--- src/rtl/add16_twos_comp_if.sv ---
// Operand/result bundle for the 16-bit two's-complement adder/subtractor.
// The master drives the operands and the slave returns the registered result and flags.
interface add16_twos_comp_if;
   logic        Op;
   logic        Cin;
   logic [15:0] A;
   logic [15:0] B;
   logic [15:0] S;
   logic        Cout;
   logic        V;
   logic        Z;
   logic        N;

   modport master (
      output Op, Cin, A, B,
      input  S, Cout, V, Z, N
   );

   modport slave (
      input  Op, Cin, A, B,
      output S, Cout, V, Z, N
   );
endinterface

--- src/rtl/add16_twos_comp.sv ---
// Registered 16-bit ripple-carry adder/subtractor with carry and optional V/Z/N flags.
// The flags are computed only when ADD16_FLAGS_EN is defined; otherwise V/Z/N are tied to 0.
module add16_twos_comp (
   input  logic                clk,
   input  logic                rst_n,
   add16_twos_comp_if.slave    bus
);
   logic [15:0] bx;
   logic [16:0] carry;
   logic [15:0] sum;
   logic [15:0] s_reg;
   logic        cout_reg;

   // Subtraction is A + ~B + ~Cin, so the borrow-in is inverted along with B.
   assign bx       = bus.B ^ {16{bus.Op}};
   assign carry[0] = bus.Cin ^ bus.Op;

   generate
      for (genvar gi = 0; gi < 16; gi++) begin : g_fa
         assign sum[gi]      = bus.A[gi] ^ bx[gi] ^ carry[gi];
         assign carry[gi+1]  = (bus.A[gi] & bx[gi]) | (carry[gi] & (bus.A[gi] ^ bx[gi]));
      end
   endgenerate

   always_ff @(posedge clk or negedge rst_n) begin
      if (!rst_n) begin
         s_reg    <= 16'h0000;
         cout_reg <= 1'b0;
      end else begin
         s_reg    <= sum;
         cout_reg <= carry[16];
      end
   end

   assign bus.S    = s_reg;
   assign bus.Cout = cout_reg;

`ifdef ADD16_FLAGS_EN
   logic v_reg;
   logic z_reg;
   logic n_reg;

   always_ff @(posedge clk or negedge rst_n) begin
      if (!rst_n) begin
         v_reg <= 1'b0;
         z_reg <= 1'b0;
         n_reg <= 1'b0;
      end else begin
         v_reg <= carry[15] ^ carry[16];
         z_reg <= (sum == 16'h0000);
         n_reg <= sum[15];
      end
   end

   assign bus.V = v_reg;
   assign bus.Z = z_reg;
   assign bus.N = n_reg;
`else
   assign bus.V = 1'b0;
   assign bus.Z = 1'b0;
   assign bus.N = 1'b0;
`endif
endmodule

--- src/flat_wrapper.sv ---
// flat-port wrapper written by rule: the top's interface ports become plain ports
module add16_twos_comp_flat 
  (clk, rst_n, bus_Op, bus_Cin, bus_A, bus_B, bus_S, bus_Cout, bus_V, bus_Z, bus_N);
  add16_twos_comp_if bus_i ();
  input  logic clk;
  input  logic rst_n;
  input wire logic [$bits(bus_i.Op)-1:0] bus_Op;
  input wire logic [$bits(bus_i.Cin)-1:0] bus_Cin;
  input wire logic [$bits(bus_i.A)-1:0] bus_A;
  input wire logic [$bits(bus_i.B)-1:0] bus_B;
  output wire logic [$bits(bus_i.S)-1:0] bus_S;
  output wire logic [$bits(bus_i.Cout)-1:0] bus_Cout;
  output wire logic [$bits(bus_i.V)-1:0] bus_V;
  output wire logic [$bits(bus_i.Z)-1:0] bus_Z;
  output wire logic [$bits(bus_i.N)-1:0] bus_N;
  assign bus_i.Op = bus_Op;
  assign bus_i.Cin = bus_Cin;
  assign bus_i.A = bus_A;
  assign bus_i.B = bus_B;
  assign bus_S = bus_i.S;
  assign bus_Cout = bus_i.Cout;
  assign bus_V = bus_i.V;
  assign bus_Z = bus_i.Z;
  assign bus_N = bus_i.N;
  add16_twos_comp u_core (.clk(clk), .rst_n(rst_n), .bus(bus_i));
endmodule
--- config.mk ---
export PLATFORM = sky130hd
export DESIGN_NAME = add16_twos_comp_flat
export DESIGN_NICKNAME = d
export VERILOG_FILES = /design/src/rtl/add16_twos_comp_if.sv /design/src/rtl/add16_twos_comp.sv /design/src/flat_wrapper.sv
export SDC_FILE = /design/constraint.sdc
export NUM_CORES = 1
export LEC_CHECK = 0
export BUFFER_PORTS_ARGS = -buffer_cell sky130_fd_sc_hd__buf_2
export CAP_MARGIN = 10
export CORE_MARGIN = 5
export CORE_UTILIZATION = 44
export CTS_CLUSTER_SIZE = 40
export DETAILED_ROUTE_END_ITERATION = 8
export HOLD_SLACK_MARGIN = 0.08
export PLACE_DENSITY = 0.78
export SLEW_MARGIN = 0
export SYNTH_ARGS = -nofsm -noshare
export SYNTH_HDL_FRONTEND = slang
export SYNTH_SLANG_ARGS = --single-unit
--- constraint.sdc ---
create_clock -name clk -period 0.8 [get_ports clk]
set_input_delay 0.04 -clock clk [delete_from_list [all_inputs] [get_ports clk]]
set_output_delay 0.04 -clock clk [all_outputs]
set_load 0.02 [all_outputs]
; After elaboration in Yosys (flattened, before gate mapping)
; Index checks and enable logic that the tools add are counted.
[op_classes]
bitwise = 82
[ops]
columns = op, count
row1 = XOR 1 bit, 33
row2 = AND 1 bit, 32
row3 = OR 1 bit, 16
row4 = XOR 16 bit, 1
[word_totals]
wordCells = 84
ff_bits = 17
inputBits = 36

; Depth between registers and ports, before layout
[logic_depth]
word_depth = 34
mapped_depth = 22

; Worst setup path before layout
; OpenSTA, ideal clock, no wires.
[synth_path]
path_kind = input -> register
start = input port bus_Op
end = register u_core.s_reg[15], in the netlist u_core.bus.S[15]
stages = 22
n_path_buf = 2
t_arrival_ns = 6.430
required_ns = 0.664
path_slack_ns = -5.766
setup_ns = 0.136
path_cell_list = buf_6 > buf_12 > xnor2_1 > fa_1 > inv_1 > fa_1 > inv_1 > fa_1 > fa_1 > fa_1 > fa_1 > fa_1 > fa_1 > fa_1 > fa_1 > fa_1 > fa_1 > fa_1 > fa_1 > fa_1 > inv_1 > fa_1
[synth_between]
elab_chain_len = 33
[synth_lines]
columns = element, line_no
row1 = from (decl), flat_wrapper.sv:7  ; input wire logic [$bits(bus_i.Op)-1:0] bus_Op;
row2 = XOR 16 bit, add16_twos_comp.sv:15  ; assign bx = bus.B ^ {16{bus.Op}};
row3 = XOR 1 bit, add16_twos_comp.sv:21  ; assign carry[gi+1] = (bus.A[gi] & bx[gi]) | (carry[gi] & (bus.A[gi] ^ bx[gi]));
row4 = AND 1 bit, add16_twos_comp.sv:21
row5 = OR 1 bit, add16_twos_comp.sv:21
row6 = AND 1 bit, add16_twos_comp.sv:21
row7 = OR 1 bit, add16_twos_comp.sv:21
row8 = AND 1 bit, add16_twos_comp.sv:21
row9 = OR 1 bit, add16_twos_comp.sv:21
row10 = (+18 left out), -
row11 = AND 1 bit, add16_twos_comp.sv:21
row12 = OR 1 bit, add16_twos_comp.sv:21
row13 = AND 1 bit, add16_twos_comp.sv:21
row14 = OR 1 bit, add16_twos_comp.sv:21
row15 = AND 1 bit, add16_twos_comp.sv:21
row16 = OR 1 bit, add16_twos_comp.sv:21
row17 = XOR 1 bit *, add16_twos_comp.sv:20  ; assign sum[gi] = bus.A[gi] ^ bx[gi] ^ carry[gi];
row18 = named net u_core.sum[15], add16_twos_comp.sv:10  ; logic [15:0] sum;
row19 = to (signal assigned), add16_twos_comp.sv:30  ; s_reg <= sum;
row20 = to (decl), add16_twos_comp.sv:11  ; logic [15:0] s_reg;
; Mark *: on every way through the listed nets, which the timed path passes. The rest lies on a longest branch.

; Worst setup path in the final report
; Ends and elaborated chain as after synthesis.

==> results.py <==
metrics = {
    "worst_setup_path": {
        "cp_max_fo": 4,
        "crit_start": "bus_Op",
        "crit_path_end_kind": "register",
        "path_buf_inv": 4,
        "path_depth": 21,
        "crit_chain": "buf_12 > xnor2_4 > fa_2 > inv_2 > fa_1 > inv_1 > fa_2 > fa_2 > fa_2 > fa_2 > fa_2 > fa_2 > fa_2 > fa_2 > fa_2 > fa_2 > fa_2 > fa_2 > fa_2 > inv_2 > fa_1",
        "critPathSlowestCell": "fa_1",
        "cp_data_arrival_time_ns": 5.84,
        "crit_required_ns": 0.96,
        "crit_top_cell": "fa_2",
        "crit_end": "u_core.bus.S[15]",
        "crit_type": "in -> reg",
        "startpoint_type": "input port",
        "crit_family": "adder cells",
        "max_stage_delay_ns": 0.41,
    },
    "final_layout": {
        "design_area_um2": 1560,
        "num-fill-cells": 175,
        "multiInputGateArea_um2": 534,
        "antenna_cells": 0,
        "finalNonFillerCells": 172,
        "fin_nets": 197,
        "drive_above_1_share": 0.528,
        "syn_to_final_growth_pct": 45.9,
        "regArea_um2": 425,
    },
    "clock_tree": {
        "cts_tree": "built",
        "cts_buffer_depth": 2,
        "cts_hold_buf": 1,
        "cts-buffers-inserted": 3,
        "clock-sinks": 17,
        "htree_levels": 1,
        "clk_transition_reported_paths_ns": 0.10,
        "cts-root-buf": "clkbuf_4",
    },
    "grt": {
        "grt_usage": 0.130,
        "grt_first_pass_wirelength_mm": 3.31,
        "grt_pass1_vias": 761,
        "grt_max_degree": 18,
        "grt_antenna_before_repair": 0,
        "gr-total-overflow": 0,
    },
    "route": {
        "drt_wl_total_mm": 2.00,
        "drc": 0,
        "viasPerCell": 4.06,
        "via_count": 699,
        "postRouteAntennaNets": 0,
        "drtIter0Drc": 2,
        "wl_per_cell_um": 11.6,
        "firstDrtPassIters": 2,
    },
    "floorplanning": {
        "ios": 56,
        "die_x_um": 59.3,
        "core-area_um2": 2280,
        "initial_utilization": 0.469,
        "fp.dieH_um": 59.3,
        "die_area_um2": 3510,
        "rows": 17,
    },
    "sta": {
        "worst_slack_ns": -4.88,
        "final_max_slew_viol_count": 0,
        "fin_tns_setup_ns": -43.08,
        "rsz0062_at_grt": "true",
        "holdWs_ns": 0.0389,
        "period_needed_ns": 5.68,
        "setup_viol": 33,
        "hold_viol": 0,
        "finalCritPeriodShare": 7.10,
        "fmax_mhz": 176,
    },
    "power_and_ir_drop": {
        "p_leak_nw": 0.807,
        "switching_power_mw": 1.15,
        "pwr-share-comb": 0.481,
        "p_per_area_nw_per_um2": 2080,
        "swShare": 0.355,
        "ir_drop_mv": 1.11,
        "p_total_mw": 3.24,
        "p_clk_frac": 0.138,
        "p_seq_frac": 0.381,
        "p_int_mw": 2.09,
    },
    "yosys": {
        "yosys_register_bits": 17,
        "syn-cell-area_um2": 1070,
        "yosysSeqAreaShare": 0.398,
        "avgSynthCellArea_um2": 12.3,
        "yosysWarnings": 0,
        "synth.distinct_cells": 9,
        "syn_inst": 87,
    },
    "place": {
        "portBuffers": 52,
        "gp_congestion": 0.714,
        "placed_area_um2": 1390,
        "dp_cells": 166,
        "dp_hpwl_mm": 1.70,
    },
    "outcome": {
        "violations": "negative setup slack",
        "outcome": "finished, violations left",
    },
    "hold_path": {
        "hold_path_class": "in -> reg",
    },
    "job": {
        "cap_viol_max_count": 0,
    },
}
power groups by stage:
stage | Clock, mW | Combinational, mW | Sequential (mW)
CTS | 0.477 | 1.58 | 1.23
finish | 0.447 | 1.56 | 1.23
floorplan | 0 | 0.489 | 1.52
global route | 0.514 | 1.72 | 1.26
detailed placement | 0 | 1.28 | 1.18
global placement | 0 | 1.22 | 1.18
synthesized netlist by cell type:
cell,n,area [um^2]
xor2_1,2,17.5
buf_4,3,22.5
xnor2_1,15,131
inv_1,31,116
buf_12,1,20.0
dfrtp_1,17,425
fa_1,16,320
buf_6,1,11.3
conb_1,1,3.75
sequential cells by signal (all words and copies together) (netlist names):
name             count
u_core.bus.S        16
u_core.bus.Cout      1
kinds of logic after synthesis:
logic type   count (synthesis)  synth area share
buf+inv                     36             0.159
xor+xnor                    17             0.139
flops                       17             0.398
fa+ha+maj                   16             0.300
other cells                  1           0.00351
layout by cell type (no fill, tap or decap):
cell / instances
buf_2: 33
inv_1: 29
buf_6: 18
dfrtp_1: 17
xnor2_1: 14
fa_2: 14
conb_1: 3
clkbuf_4: 3
buf_4: 3
xor2_1: 2
inv_2: 2
fa_1: 2
xnor2_4: 1
clkinv_2: 1
dlygate4sd3_1: 1
buf_12: 1
worst min path at each step:
stage                          from         endpoint  slack [ns]  depth (start not counted)
after global placement        rst_n  u_core.bus.S[0]       -0.03                          1
final                      bus_A[1]  u_core.bus.S[1]        0.04                          2
after global routing      bus_A[15]  u_core.bus.Cout        0.04                          2
after CTS                  bus_A[1]  u_core.bus.S[1]        0.03                          2
after floorplan               rst_n  u_core.bus.Cout       -0.26                          0
after detailed placement      rst_n  u_core.bus.S[0]       -0.02                          1
repair_timing:
action,4_1_cts,5_1_grt
buffers inserted,1,0
hold endpoints to repair,20,3
pin swaps,0,0
gates resized for setup,40,0
endpoints found under the setup margin,33,33
stage by stage:
stage / worst slack, ns / utilization
5_1_grt: -5.01 / 0.685
2_1_floorplan: -5.20 / -
6_report: -4.88 / 0.685
3_5_place_dp: -5.25 / 0.609
3_3_place_gp: -5.21 / 0.609
4_1_cts: -4.87 / 0.685
area by class of cell:
cell class                 count  area share
inverter                      31      0.0746
sequential                    17       0.273
clock inverter                 1     0.00321
multi-input combinational     36       0.343
clock buffer                   3      0.0144
timing repair buffer          56       0.270
tap                           28      0.0225
layer usage:
metal,wire length [um],share of wire,global-route usage,vias to the layer above
met2,1110,0.55,0.220,33
met4,19,0.0095,0.0777,0
met5,0,0,0,-
met1,680,0.34,0.156,328
li1,-,-,-,336
met3,193,0.096,0.0153,2
(Power assumes the default switching activity.)
